`config.mk`:
```
export PLATFORM = sky130hd
export DESIGN_NAME = pulse_src_arbiter_flat
export DESIGN_NICKNAME = d
export VERILOG_FILES = /design/src/rtl/pulse_src_if.sv /design/src/rtl/pulse_src_arbiter.sv /design/src/flat_wrapper.sv
export SDC_FILE = /design/constraint.sdc
export NUM_CORES = 1
export LEC_CHECK = 0
export CORE_MARGIN = 3
export CORE_UTILIZATION = 30
export CTS_CLUSTER_SIZE = 12
export DETAILED_ROUTE_END_ITERATION = 12
export PLACE_DENSITY = 0.59
export SYNTH_ARGS = -nofsm -noshare
export SYNTH_HDL_FRONTEND = slang
export SYNTH_SLANG_ARGS = --single-unit
```
`constraint.sdc`:
```
create_clock -name clk -period 3.05 [get_ports clk]
set_clock_uncertainty 0.2 [all_clocks]
set_input_delay 0.61 -clock clk [delete_from_list [all_inputs] [get_ports clk]]
set_output_delay 0.61 -clock clk [all_outputs]
set_load 0.05 [all_outputs]
```
`src/rtl/pulse_src_if.sv`:
```
// Pulse-bridge bundle between the two pulse sequencers and the source arbiter.
// Ports: req0/req1, source 0/1 forward/back/df lines in; gnt0/gnt1, change,
// gated forward/back/df and busy out; fault/fault_clr with PULSE_SRC_WDOG_EN.
interface pulse_src_if;
    logic req0;
    logic req1;
    logic forward1;
    logic back1;
    logic df1;
    logic forward2;
    logic back2;
    logic df2;
    logic gnt0;
    logic gnt1;
    logic change;
    logic forward;
    logic back;
    logic df;
    logic busy;
`ifdef PULSE_SRC_WDOG_EN
    logic fault;
    logic fault_clr;
`endif

    modport master (
        output req0, req1,
        output forward1, back1, df1,
        output forward2, back2, df2,
`ifdef PULSE_SRC_WDOG_EN
        output fault_clr,
        input  fault,
`endif
        input  gnt0, gnt1, change,
        input  forward, back, df, busy
    );

    modport slave (
        input  req0, req1,
        input  forward1, back1, df1,
        input  forward2, back2, df2,
`ifdef PULSE_SRC_WDOG_EN
        input  fault_clr,
        output fault,
`endif
        output gnt0, gnt1, change,
        output forward, back, df, busy
    );
endinterface

```
`src/rtl/pulse_src_arbiter.sv`:
```
// Two-source pulse-bridge arbiter with blanking dead-time on select changes.
// Ports: clk, rst (async, active-high), bus (pulse_src_if.slave).
// Optional hold watchdog enabled by macro PULSE_SRC_WDOG_EN (adds fault/fault_clr).
module pulse_src_arbiter #(
    parameter int DEAD_CYC = 8,
    parameter int CNT_W    = 8
`ifdef PULSE_SRC_WDOG_EN
    ,
    parameter int MAX_HOLD = 65535
`endif
) (
    input  logic       clk,
    input  logic       rst,
    pulse_src_if.slave bus
);

    typedef enum logic [1:0] {
        IDLE = 2'd0,
        DEAD = 2'd1,
        OWN  = 2'd2
    } state_t;

    state_t           state_q;
    logic             change_q;
    logic             gnt0_q;
    logic             gnt1_q;
    logic             fwd_q;
    logic             back_q;
    logic             df_q;
    logic             busy_q;
    logic             last_q;
    logic [CNT_W-1:0] cnt_q;

    logic             elig0;
    logic             elig1;
    logic             any_req;
    logic             win;
    logic             own_req;
    logic [2:0]       pul0;
    logic [2:0]       pul1;
    logic [2:0]       sel_pul;

`ifdef PULSE_SRC_WDOG_EN
    localparam int HOLD_W = $clog2(MAX_HOLD + 1);

    logic [HOLD_W-1:0] hold_q;
    logic              fault_q;
    // A timed-out source stays ineligible until its req is seen low.
    logic              blk0_q;
    logic              blk1_q;
`endif

    always_comb begin
        pul0    = {bus.forward1, bus.back1, bus.df1};
        pul1    = {bus.forward2, bus.back2, bus.df2};
        // change_q already equals the grantee on every path into OWN.
        sel_pul = change_q ? pul1 : pul0;
`ifdef PULSE_SRC_WDOG_EN
        elig0   = bus.req0 & ~blk0_q;
        elig1   = bus.req1 & ~blk1_q;
`else
        elig0   = bus.req0;
        elig1   = bus.req1;
`endif
        any_req = elig0 | elig1;
        // Round-robin on a tie: the source that did not own last wins.
        win     = (elig0 & elig1) ? ~last_q : elig1;
        own_req = change_q ? bus.req1 : bus.req0;
    end

    always_ff @(posedge clk or posedge rst) begin
        if (rst) begin
            state_q  <= IDLE;
            change_q <= 1'b0;
            gnt0_q   <= 1'b0;
            gnt1_q   <= 1'b0;
            fwd_q    <= 1'b0;
            back_q   <= 1'b0;
            df_q     <= 1'b0;
            busy_q   <= 1'b0;
            last_q   <= 1'b1;
            cnt_q    <= '0;
`ifdef PULSE_SRC_WDOG_EN
            hold_q   <= '0;
            fault_q  <= 1'b0;
            blk0_q   <= 1'b0;
            blk1_q   <= 1'b0;
`endif
        end else begin
            // Outputs and grants are blanked unless the next state is OWN.
            fwd_q  <= 1'b0;
            back_q <= 1'b0;
            df_q   <= 1'b0;
            gnt0_q <= 1'b0;
            gnt1_q <= 1'b0;
`ifdef PULSE_SRC_WDOG_EN
            if (!bus.req0) blk0_q <= 1'b0;
            if (!bus.req1) blk1_q <= 1'b0;
            if (bus.fault_clr) fault_q <= 1'b0;
`endif
            unique case (state_q)
                IDLE: begin
                    if (any_req) begin
                        busy_q <= 1'b1;
                        if (win == change_q) begin
                            state_q <= OWN;
                            gnt0_q  <= ~win;
                            gnt1_q  <= win;
                            {fwd_q, back_q, df_q} <= sel_pul;
`ifdef PULSE_SRC_WDOG_EN
                            hold_q  <= '0;
`endif
                        end else begin
                            state_q  <= DEAD;
                            change_q <= win;
                            cnt_q    <= CNT_W'(DEAD_CYC);
                        end
                    end
                end
                DEAD: begin
                    if (cnt_q == CNT_W'(1)) begin
                        cnt_q <= '0;
                        // The grantee may have dropped its request while blanked.
                        if (own_req) begin
                            state_q <= OWN;
                            gnt0_q  <= ~change_q;
                            gnt1_q  <= change_q;
                            {fwd_q, back_q, df_q} <= sel_pul;
`ifdef PULSE_SRC_WDOG_EN
                            hold_q  <= '0;
`endif
                        end else begin
                            state_q <= IDLE;
                            busy_q  <= 1'b0;
                        end
                    end else begin
                        cnt_q <= cnt_q - CNT_W'(1);
                    end
                end
                OWN: begin
                    if (!own_req) begin
                        state_q <= IDLE;
                        busy_q  <= 1'b0;
                        last_q  <= change_q;
`ifdef PULSE_SRC_WDOG_EN
                    end else if (hold_q == HOLD_W'(MAX_HOLD)) begin
                        state_q <= IDLE;
                        busy_q  <= 1'b0;
                        last_q  <= change_q;
                        fault_q <= 1'b1;
                        if (change_q) blk1_q <= 1'b1;
                        else          blk0_q <= 1'b1;
`endif
                    end else begin
                        gnt0_q <= ~change_q;
                        gnt1_q <= change_q;
                        {fwd_q, back_q, df_q} <= sel_pul;
`ifdef PULSE_SRC_WDOG_EN
                        hold_q <= hold_q + HOLD_W'(1);
`endif
                    end
                end
                default: begin
                    state_q <= IDLE;
                    busy_q  <= 1'b0;
                end
            endcase
        end
    end

    assign bus.gnt0    = gnt0_q;
    assign bus.gnt1    = gnt1_q;
    assign bus.change  = change_q;
    assign bus.forward = fwd_q;
    assign bus.back    = back_q;
    assign bus.df      = df_q;
    assign bus.busy    = busy_q;
`ifdef PULSE_SRC_WDOG_EN
    assign bus.fault   = fault_q;
`endif

endmodule

```
`src/flat_wrapper.sv`:
```
// flat-port wrapper written by rule: the top's interface ports become plain ports
module pulse_src_arbiter_flat 
#(
    parameter int DEAD_CYC = 8,
    parameter int CNT_W    = 8

)
  (clk, rst, bus_req0, bus_req1, bus_forward1, bus_back1, bus_df1, bus_forward2, bus_back2, bus_df2, bus_gnt0, bus_gnt1, bus_change, bus_forward, bus_back, bus_df, bus_busy);
  pulse_src_if bus_i ();
  input  logic clk;
  input  logic rst;
  input wire logic [$bits(bus_i.req0)-1:0] bus_req0;
  input wire logic [$bits(bus_i.req1)-1:0] bus_req1;
  input wire logic [$bits(bus_i.forward1)-1:0] bus_forward1;
  input wire logic [$bits(bus_i.back1)-1:0] bus_back1;
  input wire logic [$bits(bus_i.df1)-1:0] bus_df1;
  input wire logic [$bits(bus_i.forward2)-1:0] bus_forward2;
  input wire logic [$bits(bus_i.back2)-1:0] bus_back2;
  input wire logic [$bits(bus_i.df2)-1:0] bus_df2;
  output wire logic [$bits(bus_i.gnt0)-1:0] bus_gnt0;
  output wire logic [$bits(bus_i.gnt1)-1:0] bus_gnt1;
  output wire logic [$bits(bus_i.change)-1:0] bus_change;
  output wire logic [$bits(bus_i.forward)-1:0] bus_forward;
  output wire logic [$bits(bus_i.back)-1:0] bus_back;
  output wire logic [$bits(bus_i.df)-1:0] bus_df;
  output wire logic [$bits(bus_i.busy)-1:0] bus_busy;
  assign bus_i.req0 = bus_req0;
  assign bus_i.req1 = bus_req1;
  assign bus_i.forward1 = bus_forward1;
  assign bus_i.back1 = bus_back1;
  assign bus_i.df1 = bus_df1;
  assign bus_i.forward2 = bus_forward2;
  assign bus_i.back2 = bus_back2;
  assign bus_i.df2 = bus_df2;
  assign bus_gnt0 = bus_i.gnt0;
  assign bus_gnt1 = bus_i.gnt1;
  assign bus_change = bus_i.change;
  assign bus_forward = bus_i.forward;
  assign bus_back = bus_i.back;
  assign bus_df = bus_i.df;
  assign bus_busy = bus_i.busy;
  pulse_src_arbiter #(.DEAD_CYC(DEAD_CYC), .CNT_W(CNT_W)) u_core (.clk(clk), .rst(rst), .bus(bus_i));
endmodule
```
# Word level (Yosys, flattened, before mapping)
# Index checks and enable logic that the tools add are counted.
# totals
regBits	18
out_inout_bits	7
# op_classes
n_eq_ne	8
reduce_logical	7
n_bitwise	7
muxes	42
addsub	1
# op_table
cell	n
2-to-1 mux 1 bit	25
2-to-1 mux 8 bit	3
case mux 1 bit (3 select lines)	6
case mux 8 bit (2 select lines)	1
2-to-1 mux 2 bit	5
AND reduction 3 bit	3
equality test 8 x 1 -> 1 bit (second input constant)	1
subtractor 8 x 1 -> 8 bit (second input constant)	1
case mux 2 bit (3 select lines)	1
inverter 1 bit	5
!= test 2 x 1 -> 1 bit (second input constant)	2
!= test 2 bit (second input constant)	2
AND reduction 2 bit	2
2-to-1 mux 3 bit	1
equality test 2 x 1 -> 1 bit (second input constant)	1
equality test 2 bit (second input constant)	1
zero test 2 bit	1
nonzero test 2 bit	1
bitwise AND 1 bit	1
equality test 1 bit	1
OR 1 bit	1

# Longest topological paths before layout
# Gate-level depths: netlist of run 1.
# logic_depth
depth_word	6
ltp_mapped	7
depth_no_buf	7

# Least setup slack after synthesis of run 1
# No wires, ideal clock.
# synth_path
path_type	input to register
start	input port bus_req1
end	register u_core.cnt_q[0]
n_path_buf	0
setup_time_ps	125
setup_slack_ps	829
arrival_ps	1896
required_time_ps	2725
stages	7
cell_sequence	inv_1 a21oi_1 ha_1 o211a_1 a21oi_1 nor2_1 mux2_2
# synth_between
elab_chain_len	5
# synth_rtl
element	line	rtl
start: declaration	flat_wrapper.sv:13	input wire logic [$bits(bus_i.req1)-1:0] bus_req1;
bitwise AND 1 bit	pulse_src_arbiter.sv:67	win = (elig0 & elig1) ? ~last_q : elig1;
2-to-1 mux 1 bit	pulse_src_arbiter.sv:67	
equality test 1 bit	pulse_src_arbiter.sv:105	if (win == change_q) begin
!= test 2 bit (no source line)	-	
AND reduction 3 bit (no source line) *	-	
end signal: assignment	pulse_src_arbiter.sv:116	cnt_q <= CNT_W'(DEAD_CYC);
end signal: assignment	pulse_src_arbiter.sv:137	cnt_q <= cnt_q - CNT_W'(1);
end: declaration	pulse_src_arbiter.sv:32	logic [CNT_W-1:0] cnt_q;
# Mark *: on every way between the ends. The rest lies on a longest branch, timed or not.
# A chain may end at the register's enable or synchronous reset.

# Final worst setup path of run 1
# Ends and elaborated chain as after synthesis.

==> results of run 1 <==
[power groups by stage]
stage / registers [mW] / clock network, mW / logic (mW)
after CTS: 0.450 / 0.129 / 0.827
after detailed placement: 0.454 / 0 / 0.823
after global placement: 0.449 / 0 / 0.817
after floorplan: 0.554 / 0 / 0.493
after global routing: 0.467 / 0.139 / 0.908
final: 0.452 / 0.124 / 0.826
[cells by family after synthesis]
group / after synthesis
multiplexers: 7
AO/OA/AOI/OAI: 32
adder cells (fa/ha/maj): 7
AND/OR/NAND/NOR: 35
buffers and inverters: 12
flip-flops: 18
[routing by layer]
metal / global-route usage / routed length (µm) / up-vias / share of wire
met1: 0.148 / 1180 / 458 / 0.48
met2: 0.200 / 1150 / 20 / 0.47
li1: - / - / 452 / -
met3: 0.0357 / 87 / 4 / 0.036
met5: 0 / 0 / - / 0
met4: 0.0279 / 16 / 0 / 0.0066
[path summary, 6_finish.rpt]
check | endpoint | slack [ns] | cells past startpoint
min in group asynchronous | u_core.cnt_q[3] | 0.53 | 2
setup / recovery | u_core.cnt_q[0] | 0.42 | 8
setup reg to reg | u_core.state_q[1] | 0.65 | 4
hold / removal | u_core.last_q | 0.35 | 2
max in group asynchronous | u_core.bus.change | 1.66 | 2
hold reg to reg | u_core.last_q | 0.35 | 2
[worst reg2reg max path, cell delays in order, from the launching register on]
cell,delay (ns)
dfrtp_1,0.47
or4_4,0.61
o41ai_4,0.54
nand3_2,0.16
mux2_4,0.33
[cell type report]
class	instances	area, µm²
clock buffer	4	26.3
tap	46	57.6
fill	352	2070
timing repair buffer	18	175
sequential	18	452
inverter	10	37.5
multi-input combinational	81	599
[cells in the final DEF (no fill, tap or decap), drive strengths merged, types with 2 or more instances in the layout]
master         count
clkdlybuf4s50     16
ha                 7
clkbuf             4
inv               10
buf                2
a32o               3
dfrtp             17
or4                2
nand3              4
nor2               6
o41ai              2
mux2               3
a21oi              6
a21boi             2
mux2i              4
o21ai              8
nor4               3
nand2             11
nor3               4
a22o               2
==> summary.md, run 1 <==
| Metric | Value |
|---|---|
| CP max stage cell | `clkdlybuf4s50_1` |
| Worst hold start | `u_core.last_q` |
| HPWL Detailed | `1.84 mm` |
| Via-to-Cell Ratio | `5.28` |
| Area grow syn2layout | `22.9%` |
| Std cell rows | `21` |
| Yosys top cell area share | `0.388` |
| Seq pwr share | `0.322` |
| DRC Markers | `0` |
| Die H | `66.4 µm` |
| Ant diodes | `0` |
| Cell taking the most area after synthesis | `dfrtp_1` |
| PostCTS Resize Cnt | `0` |
| Pin count of the biggest net entering global routing | `19` |
| Sw Pwr | `about 0.67 mW` |
| Final WS setup | `0.421 ns` |
| Synth Area in Simple Gates | `0.174` |
| Initial Utilization | `0.321` |
| Setup bufs post-CTS | `0` |
| Dpl cells | `about 170` |
| Critical path buffers and inverters | `2` |
| Crit path max-delay family | `buffers and inverters` |
| TritonRoute pass-1 iters | `4` |
| Post-synthesis xor/xnor area fraction | `0` |
| Core box area | `between 3000 and 4000 µm²` |
| RSZ-0062 raised after global routing | `no` |
| Min-delay worst type | `register to register` |
| Layout Nets | `~150` |
| Sequential fraction of the synthesis area | `0.412` |
| Max incr delay on CP | `around 0.57 ns` |
| Slew Limit Fails | `0` |
| Top-count cell post-synth | `dfrtp_1` |
| Clock Path Buffers | `2` |
| Mapped cell area | `between 1000 and 1500 µm²` |
| Worst r2r src | `u_core.cnt_q[2]` |
| Post-Syn Instances | `around 110` |
| Most flop-heavy register | `u_core.cnt_q` |
| CTS Sinks | `18` |
| Placement Setup Slack | `roughly 0.15 ns` |
| Max reg flops | `8` |
| CP Capture Type | `register` |
| Leak | `around 0.58 nW` |
| Internal power | `0.729 mW` |
| ANT nets after route | `0` |
| CTS H-tree depth | `1` |
| Post-synth top cells | `dfrtp_1, nand2_1, inv_1, o21ai_0, ha_1` |
| Synthesis Warnings | `0` |
| Root Buffer | `clkbuf_4` |
| Placed cell area | `between 1000 and 1500 µm²` |
| Combinational fraction of design power | `0.589` |
| CTS tree | `done` |
| Setup TNS | `0 ns` |
| Area contributors post-synth | `dfrtp_1, ha_1, nand2_1` |
| Clock share of power | `0.088` |
| Die W | `roughly 66 µm` |
| GRT Util Overall | `0.119` |
| Die footprint | `around 4400 µm²` |
| Syn avg cell area | `between 9 and 10 µm²` |
| Tot Pwr | `about 1.4 mW` |
| Post-synth EDFFs | `0` |
| Post-synthesis compound-gate area fraction | `0.223` |
| Peak supply drop | `between 0.0003 and 0.0004 V` |
| Yosys cell types | `38` |
| Worst Path Required | `a little over 3 ns` |
| Crit path top cell by count | `a21oi_1` |
| Top Ports | `17` |
| Post-synthesis mux area share | `0.0708` |
| Vias | `between 900 and 1000` |
| Startpoint type of the worst setup path | `primary input` |
| Total Wirelength | `approximately 2.4 mm` |
| Syn_nets | `128` |
| Slew @ Worst Pin | `around 0.72 ns` |
| Fmax achieved | `around 0.38 GHz` |
| Starting DRC count in detailed routing | `64` |
| Hold Fails Final Rpt | `0` |
| Vias in the first global route | `around 900` |
| Period utilization | `0.862` |
| Final core occ | `0.395` |
| Crit path launch | `bus_req1` |
| Final Instance Area | `approximately 1300 µm²` |
| Fin crit period | `between 2 and 3 ns` |
| Worst-Skew Late Latency | `slightly below 0.3 ns` |
| Layout cells sized above 1 | `0.0992` |
| Gr ovfl total | `0` |
| Ys async rst share | `1.00` |
| Status | `finished clean` |
| Top Registers | `u_core.cnt_q: 8 flops, u_core.state_q: 2 flops` |
| Adder-Cell Fraction of Synth Area | `0.0799` |
| # hold bufs at CTS | `0` |
| Global-route wire length before repair | `4.04 mm` |
| Synthesized flop and latch total | `18` |
| Slew margin rel. | `0.518` |
| Main synth FF type | `dfrtp_1` |
| Crit path DAT | `around 2.6 ns` |
| Final setup vio count | `0` |
| Initial antenna violation count | `0` |
| Switching share of power | `0.480` |
| I/O Buffers | `16` |
| Num CTS Buffers | `3` |
| Max Cap Viol | `0` |
| Avg WL per Cell | `about 14 µm` |
| Crit path max fanout | `6` |
| Worst-path clk slew | `roughly 0.10 ns` |
| GPL Wtd Cong | `roughly 0.82` |
| CP Class | `primary input to register` |
| Hold_ws | `0.353 ns` |
| Largest family of logic cells by synthesized area | `compound AO/OA/AOI/OAI gates` |
| Worst-path cell chain | `clkdlybuf4s50_1 > inv_1 > a21oi_1 > ha_1 > o211a_1 > a21oi_1 > nor2_1 > mux2_2` |
| Power Dens Cells | `about 1000 nW/µm²` |
| Layout Cells excl Fill | `177` |
No activity file was read; power rests on OpenSTA's default activity.
==> run 2: changes to the inputs <==
--- a/config.mk
+++ b/config.mk
@@ -5,11 +5,13 @@
 export SDC_FILE = /design/constraint.sdc
 export NUM_CORES = 1
 export LEC_CHECK = 0
-export CORE_MARGIN = 3
+export ABC_AREA = 1
+export ABC_CLOCK_PERIOD_IN_PS = 3050
+export CORE_MARGIN = 2
 export CORE_UTILIZATION = 30
 export CTS_CLUSTER_SIZE = 12
 export DETAILED_ROUTE_END_ITERATION = 12
-export PLACE_DENSITY = 0.59
+export PLACE_DENSITY = 0.58
 export SYNTH_ARGS = -nofsm -noshare
 export SYNTH_HDL_FRONTEND = slang
 export SYNTH_SLANG_ARGS = --single-unit
==> summary.md, run 2 <==
| Metric | Value |
|---|---|
| Placement Setup Slack | `0.218 ns` |
| Ant diodes | `0` |
| Leak | `roughly 0.73 nW` |
| Peak supply drop | `a little over 0.0004 V` |
| Pin count of the biggest net entering global routing | `19` |
| Ys async rst share | `1.00` |
| Clock Path Buffers | `2` |
| Gr ovfl total | `0` |
| Sequential fraction of the synthesis area | `0.394` |
| Slew @ Worst Pin | `just over 0.7 ns` |
| Die H | `65.8 µm` |
| Slew margin rel. | `0.524` |
| Fin crit period | `approximately 2.6 ns` |
| Final WS setup | `0.467 ns` |
| Crit path max fanout | `14` |
| Area grow syn2layout | `22.6%` |
| Worst Path Required | `slightly above 3 ns` |
| Root Buffer | `clkbuf_8` |
| Seq pwr share | `0.291` |
| GRT Util Overall | `0.121` |
| TritonRoute pass-1 iters | `4` |
| Yosys cell types | `21` |
| Fmax achieved | `0.387 GHz` |
| Die footprint | `about 4300 µm²` |
| Global-route wire length before repair | `between 4 and 5 mm` |
| Status | `finished clean` |
| ANT nets after route | `0` |
| Setup TNS | `0 ns` |
| Initial antenna violation count | `0` |
| Avg WL per Cell | `around 10 µm` |
| Synth Area in Simple Gates | `0.336` |
| Yosys top cell area share | `0.371` |
| Hold Fails Final Rpt | `0` |
| Largest family of logic cells by synthesized area | `simple AND/OR/NAND/NOR gates` |
| Core box area | `between 3000 and 4000 µm²` |
| Post-synth EDFFs | `0` |
| Final setup vio count | `0` |
| Min-delay worst type | `register to register` |
| Main synth FF type | `dfrtp_1` |
| Most flop-heavy register | `u_core.cnt_q` |
| Syn_nets | `approximately 180` |
| Commonest non-fill, non-tap cells in the layout | `nand2_1, inv_1, nor2_1` |
| Die W | `65.8 µm` |
| GPL Wtd Cong | `0.751` |
| Syn avg cell area | `between 7 and 8 µm²` |
| Adder-Cell Fraction of Synth Area | `0.0763` |
| Worst-path clk slew | `~0.07 ns` |
| HPWL Detailed | `roughly 1.7 mm` |
| Multi-input gate area | `around 570 µm²` |
| Total Wirelength | `between 2 and 2.5 mm` |
| Clock share of power | `0.134` |
| Max Cap Viol | `0` |
| Slew Limit Fails | `0` |
| Std cell rows | `22` |
| CTS tree | `done` |
| Power Dens Cells | `around 1000 nW/µm²` |
| RSZ-0062 raised after global routing | `no` |
| Startpoint type of the worst setup path | `primary input` |
| Synthesis Warnings | `0` |
| Worst r2r src | `u_core.last_q` |
| Starting DRC count in detailed routing | `42` |
| Via-to-Cell Ratio | `4.47` |
| Num CTS Buffers | `3` |
| Max reg flops | `8` |
| Dpl cells | `~220` |
| Top Ports | `17` |
| Min-Delay Endpoint | `u_core.last_q` |
| Commonest non-fill, non-tap cell in the layout | `nand2_1` |
| CTS Sinks | `18` |
| Layout Cells excl Fill | `~230` |
| Internal power | `between 0.7 and 0.8 mW` |
| Crit path DAT | `roughly 2.6 ns` |
| Worst hold start | `u_core.last_q` |
| Area contributors post-synth | `dfrtp_1, nand2_1, inv_1` |
| DRC Markers | `0` |
| Final core occ | `0.384` |
| FF/Latch Area | `452 µm²` |
| Layout cells sized above 1 | `0.0778` |
| Combinational fraction of design power | `0.575` |
| Top-count cell post-synth | `nand2_1` |
| I/O Buffers | `16` |
| Vias | `slightly above 1000` |
| Reg-to-reg critical path endpoint | `u_core.cnt_q[6]` |
| Post-synth top cells | `nand2_1, inv_1, nor2_1, dfrtp_1, nand3_1` |
| Post-synthesis xor/xnor area fraction | `0.0153` |
| Worst R2R Path Depth | `12` |
| CP Capture Type | `register` |
| Vias in the first global route | `947` |
| Layout Nets | `between 150 and 200` |
| Setup bufs post-CTS | `0` |
| Post-Syn Instances | `162` |
| Initial Utilization | `0.313` |
| Top Registers | `u_core.cnt_q: 8 flops, u_core.state_q: 2 flops` |
| Post-synthesis compound-gate area fraction | `0.0731` |
| R2R setup slack | `0.82 ns` |
| Switching share of power | `0.492` |
| Synthesized flop and latch total | `18` |
| Mapped cell area | `approximately 1100 µm²` |
| PostCTS Resize Cnt | `0` |
| CTS H-tree depth | `1` |
| # hold bufs at CTS | `0` |
| Cell taking the most area after synthesis | `dfrtp_1` |
| # fillers | `around 380` |
| Post-synthesis mux area share | `0` |
| CP Class | `primary input to register` |
| Worst-Skew Late Latency | `about 0.25 ns` |
| WHS Path Cells | `2` |
| Tot Pwr | `1.47 mW` |
| Period utilization | `0.847` |
| Sw Pwr | `a little over 0.7 mW` |
## run 2: cell types whose count changed in the layout (fill, tap and decap cells not counted), sizes merged, moves of 3 or more
cell   delta
o21ai     +3
nor3      -4
mux2i     -4
nor2     +16
nor4      -3
nand4     +4
nand3    +12
mux2      -3
a32o      -3
inv      +18
nand2    +33
## run 2: critical path: stages
cell and delay [ns]:
clkdlybuf4s50_1 0.49, inv_1 0.06, o21ai_0 0.26, inv_1 0.08
ha_1 0.29, nand2_1 0.06, inv_1 0.09, nand2_1 0.08
nand2_2 0.20, nand3_1 0.13, nand2_1 0.09, nand2_1 0.05
nor2_1 0.07
## run 2: per-stage QoR
stage / cell area (µm²) / hold WS, ns
detailed placement: 1350 / 0.291
global placement: 1350 / 0.290
finish: 1410 / 0.299
floorplan: 1150 / 0.266
global route: 1410 / 0.349
CTS: 1410 / 0.306
## run 2: logic make-up (layout without fill, tap and decap cells)
| group | after synthesis | count (layout) |
|---|---|---|
| and+or+nand+nor | 89 | 89 |
| buffers and inverters | 30 | 48 |
| DFF | 18 | 18 |
| AOI/OAI and AO/OA | 16 | 16 |
| adders and majority gates | 7 | 7 |
| xor gates and xnor gates | 2 | 2 |
## run 2: how the worst max path moves through the flow
stage                     cells past startpoint      from               to
after floorplan                              12  bus_req0  u_core.cnt_q[2]
after global placement                       12  bus_req0  u_core.cnt_q[2]
after detailed placement                     13  bus_req0  u_core.cnt_q[6]
after CTS                                    13  bus_req0  u_core.cnt_q[6]
after global routing                         13  bus_req0  u_core.cnt_q[6]
final                                        13  bus_req0  u_core.cnt_q[6]
## run 2: power by group through the flow
stage / combinational (mW) / sequential (mW) / clock (mW)
after floorplan: 0.503 / 0.572 / 0
after global placement: 0.846 / 0.435 / 0
after detailed placement: 0.841 / 0.433 / 0
after CTS: 0.847 / 0.428 / 0.205
after global routing: 0.947 / 0.439 / 0.215
final: 0.844 / 0.428 / 0.197
## run 2: final cells by class
type | count | area share
multi-input cells | 114 | 0.408
repair buffers | 16 | 0.114
flip-flops and latches | 18 | 0.321
inverters | 28 | 0.0747
clock buffers | 4 | 0.0391
well taps | 48 | 0.0427
## run 2: metal layers
metal  routed length, µm  share of wire  GRT usage  vias up
met5                   0              0          0        -
met4                  33          0.014     0.0313        0
met2                1030           0.44      0.196       22
met1                1190           0.50      0.157      454
met3                 109          0.046     0.0358        2
li1                    -              -          -      542
==> run 3: changes to the inputs <==
--- a/config.mk
+++ b/config.mk
@@ -6,12 +6,12 @@
 export NUM_CORES = 1
 export LEC_CHECK = 0
 export ABC_AREA = 1
-export ABC_CLOCK_PERIOD_IN_PS = 3050
+export ABC_CLOCK_PERIOD_IN_PS = 2300
 export CORE_MARGIN = 2
 export CORE_UTILIZATION = 30
 export CTS_CLUSTER_SIZE = 12
 export DETAILED_ROUTE_END_ITERATION = 12
-export PLACE_DENSITY = 0.58
+export PLACE_DENSITY = 0.6
 export SYNTH_ARGS = -nofsm -noshare
 export SYNTH_HDL_FRONTEND = slang
 export SYNTH_SLANG_ARGS = --single-unit
==> constraint.sdc (replaced) <==
create_clock -name clk -period 2.3 [get_ports clk]
set_clock_uncertainty 0.2 [all_clocks]
set_input_delay 0.46 -clock clk [delete_from_list [all_inputs] [get_ports clk]]
set_output_delay 0.46 -clock clk [all_outputs]
set_load 0.05 [all_outputs]
==> summary.md, run 3 (synthesized netlist as in run 2, its figures left out) <==
| Metric | Value |
|---|---|
| RSZ-0062 raised after global routing | `yes` |
| Commonest non-fill, non-tap cell in the layout | `nand2_1` |
| Starting DRC count in detailed routing | `25` |
| Crit path DAT | `roughly 2.2 ns` |
| ANT nets after route | `0` |
| Pin count of the biggest net entering global routing | `19` |
| Power Dens Cells | `between 1000 and 1500 nW/µm²` |
| Worst-path cell chain | `clkdlybuf4s50_1 > inv_1 > o21ai_2 > inv_1 > ha_1 > or2_0 > or2_1 > a21oi_1` |
| Layout Nets | `207` |
| Max incr delay on CP | `~0.48 ns` |
| Die footprint | `4330 µm²` |
| Num CTS Buffers | `3` |
| Dpl cells | `231` |
| Die W | `about 66 µm` |
| Max reg flops | `8` |
| Worst-Skew Late Latency | `~0.25 ns` |
| Combinational fraction of design power | `0.596` |
| Top Registers | `u_core.cnt_q: 8 flops, u_core.state_q: 2 flops` |
| Via-to-Cell Ratio | `approximately 4.5` |
| Crit path top cell by count | `inv_1` |
| Root Buffer | `clkbuf_8` |
| CP max stage cell | `clkdlybuf4s50_1` |
| HPWL Detailed | `roughly 1.9 mm` |
| R2R setup slack | `approximately 0.28 ns` |
| Clock share of power | `0.126` |
| Core box area | `3660 µm²` |
| Vias | `approximately 1100` |
| Max Cap Viol | `0` |
| Fmax achieved | `0.461 GHz` |
| Gr ovfl total | `0` |
| Worst Path Required | `approximately 2.3 ns` |
| Std cell rows | `22` |
| Layout Cells excl Fill | `~240` |
| Fin crit period | `approximately 2.2 ns` |
| Die H | `roughly 66 µm` |
| I/O Buffers | `16` |
| Hold Fails Final Rpt | `0` |
| Area grow syn2layout | `29.8%` |
| GRT Util Overall | `0.131` |
| Initial Utilization | `0.313` |
| Switching share of power | `0.480` |
| Initial antenna violation count | `0` |
| Slew margin rel. | `0.667` |
| Peak supply drop | `between 0.0005 and 0.0006 V` |
| Global-route wire length before repair | `~4.4 mm` |
| Layout cells sized above 1 | `0.153` |
| Avg WL per Cell | `just over 10 µm` |
| Crit path max fanout | `3` |
| Critical path buffers and inverters | `3` |
| Leak | `roughly 0.77 nW` |
| Tot Pwr | `around 2.1 mW` |
| Final setup vio count | `0` |
| Slew Limit Fails | `0` |
| Seq pwr share | `0.278` |
| Commonest non-fill, non-tap cells in the layout | `nand2_1, inv_1, nor2_1` |
| CTS Sinks | `18` |
| DRC Markers | `0` |
| CP Class | `primary input to register` |
| Min-delay worst type | `register to register` |
| Internal power | `between 1 and 1.5 mW` |
| CTS tree | `done` |
| CTS H-tree depth | `1` |
| GPL Wtd Cong | `0.804` |
| CP Capture Type | `register` |
| Most flop-heavy register | `u_core.cnt_q` |
| TritonRoute pass-1 iters | `4` |
| Ant diodes | `0` |
| Crit path max-delay family | `buffers and inverters` |
| # hold bufs at CTS | `0` |
| Total Wirelength | `between 2 and 2.5 mm` |
| Sw Pwr | `0.988 mW` |
| Clock Path Buffers | `2` |
| Vias in the first global route | `~1100` |
| Slew @ Worst Pin | `0.498 ns` |
| Setup TNS | `0 ns` |
| Startpoint type of the worst setup path | `primary input` |
| Top Ports | `17` |
| Status | `finished clean` |
| Period utilization | `0.944` |
| Worst-path clk slew | `roughly 0.07 ns` |
## run 3: what timing repair did
item / 4_1_cts / 5_1_grt
setup endpoints to repair: 3 / 13
gates resized for setup: 1 / 7
pin swaps: 0 / 1
buffers inserted: 0 / 2
## run 3: final cells by class
class | count | area [µm²]
multi-input cells | 114 | 592
flip-flops and latches | 18 | 452
fillers | 381 | 2170
inverters | 28 | 105
clock buffers | 4 | 55.1
repair buffers | 25 | 225
well taps | 48 | 60.1
## run 3: tightest hold or removal path, stage by stage, from the launching register on
cell     delay, ns
dfstp_2       0.37
nand2_1       0.05
o21ai_0       0.07
## run 3: metrics by stage
stage | hold slack (ns) | setup slack [ns] | instance area [µm²] | utilization
floorplan | 0.198 | 0.297 | 1150 | -
global placement | 0.282 | -0.231 | 1400 | 0.383
detailed placement | 0.298 | -0.300 | 1400 | 0.383
CTS | 0.301 | 0.0216 | 1460 | 0.399
global route | 0.315 | -0.000793 | 1490 | 0.407
finish | 0.297 | 0.129 | 1490 | 0.407
## run 3: layer usage
metal | track usage | wire length [µm]
met5 | 0 | 0
met4 | 0.0469 | 38
met3 | 0.0358 | 70
met2 | 0.207 | 1090
met1 | 0.171 | 1240
## run 3: power by group through the flow
stage	Clock [mW]	Sequential (mW)	Combinational, mW
final	0.260	0.572	1.23
after global routing	0.286	0.593	1.39
after CTS	0.270	0.573	1.18
after detailed placement	0	0.579	1.17
after global placement	0	0.575	1.16
after floorplan	0	0.758	0.667
## run 3: path summary, 6_finish.rpt
check	start	depth (start not counted)	end
min reg2reg	u_core.last_q	2	u_core.last_q
min in group asynchronous	rst	3	u_core.bus.forward
max reg2reg	u_core.last_q	7	u_core.bus.df
max in group asynchronous	rst	3	u_core.last_q
min	u_core.last_q	2	u_core.last_q
max	bus_req0	8	u_core.bus.df
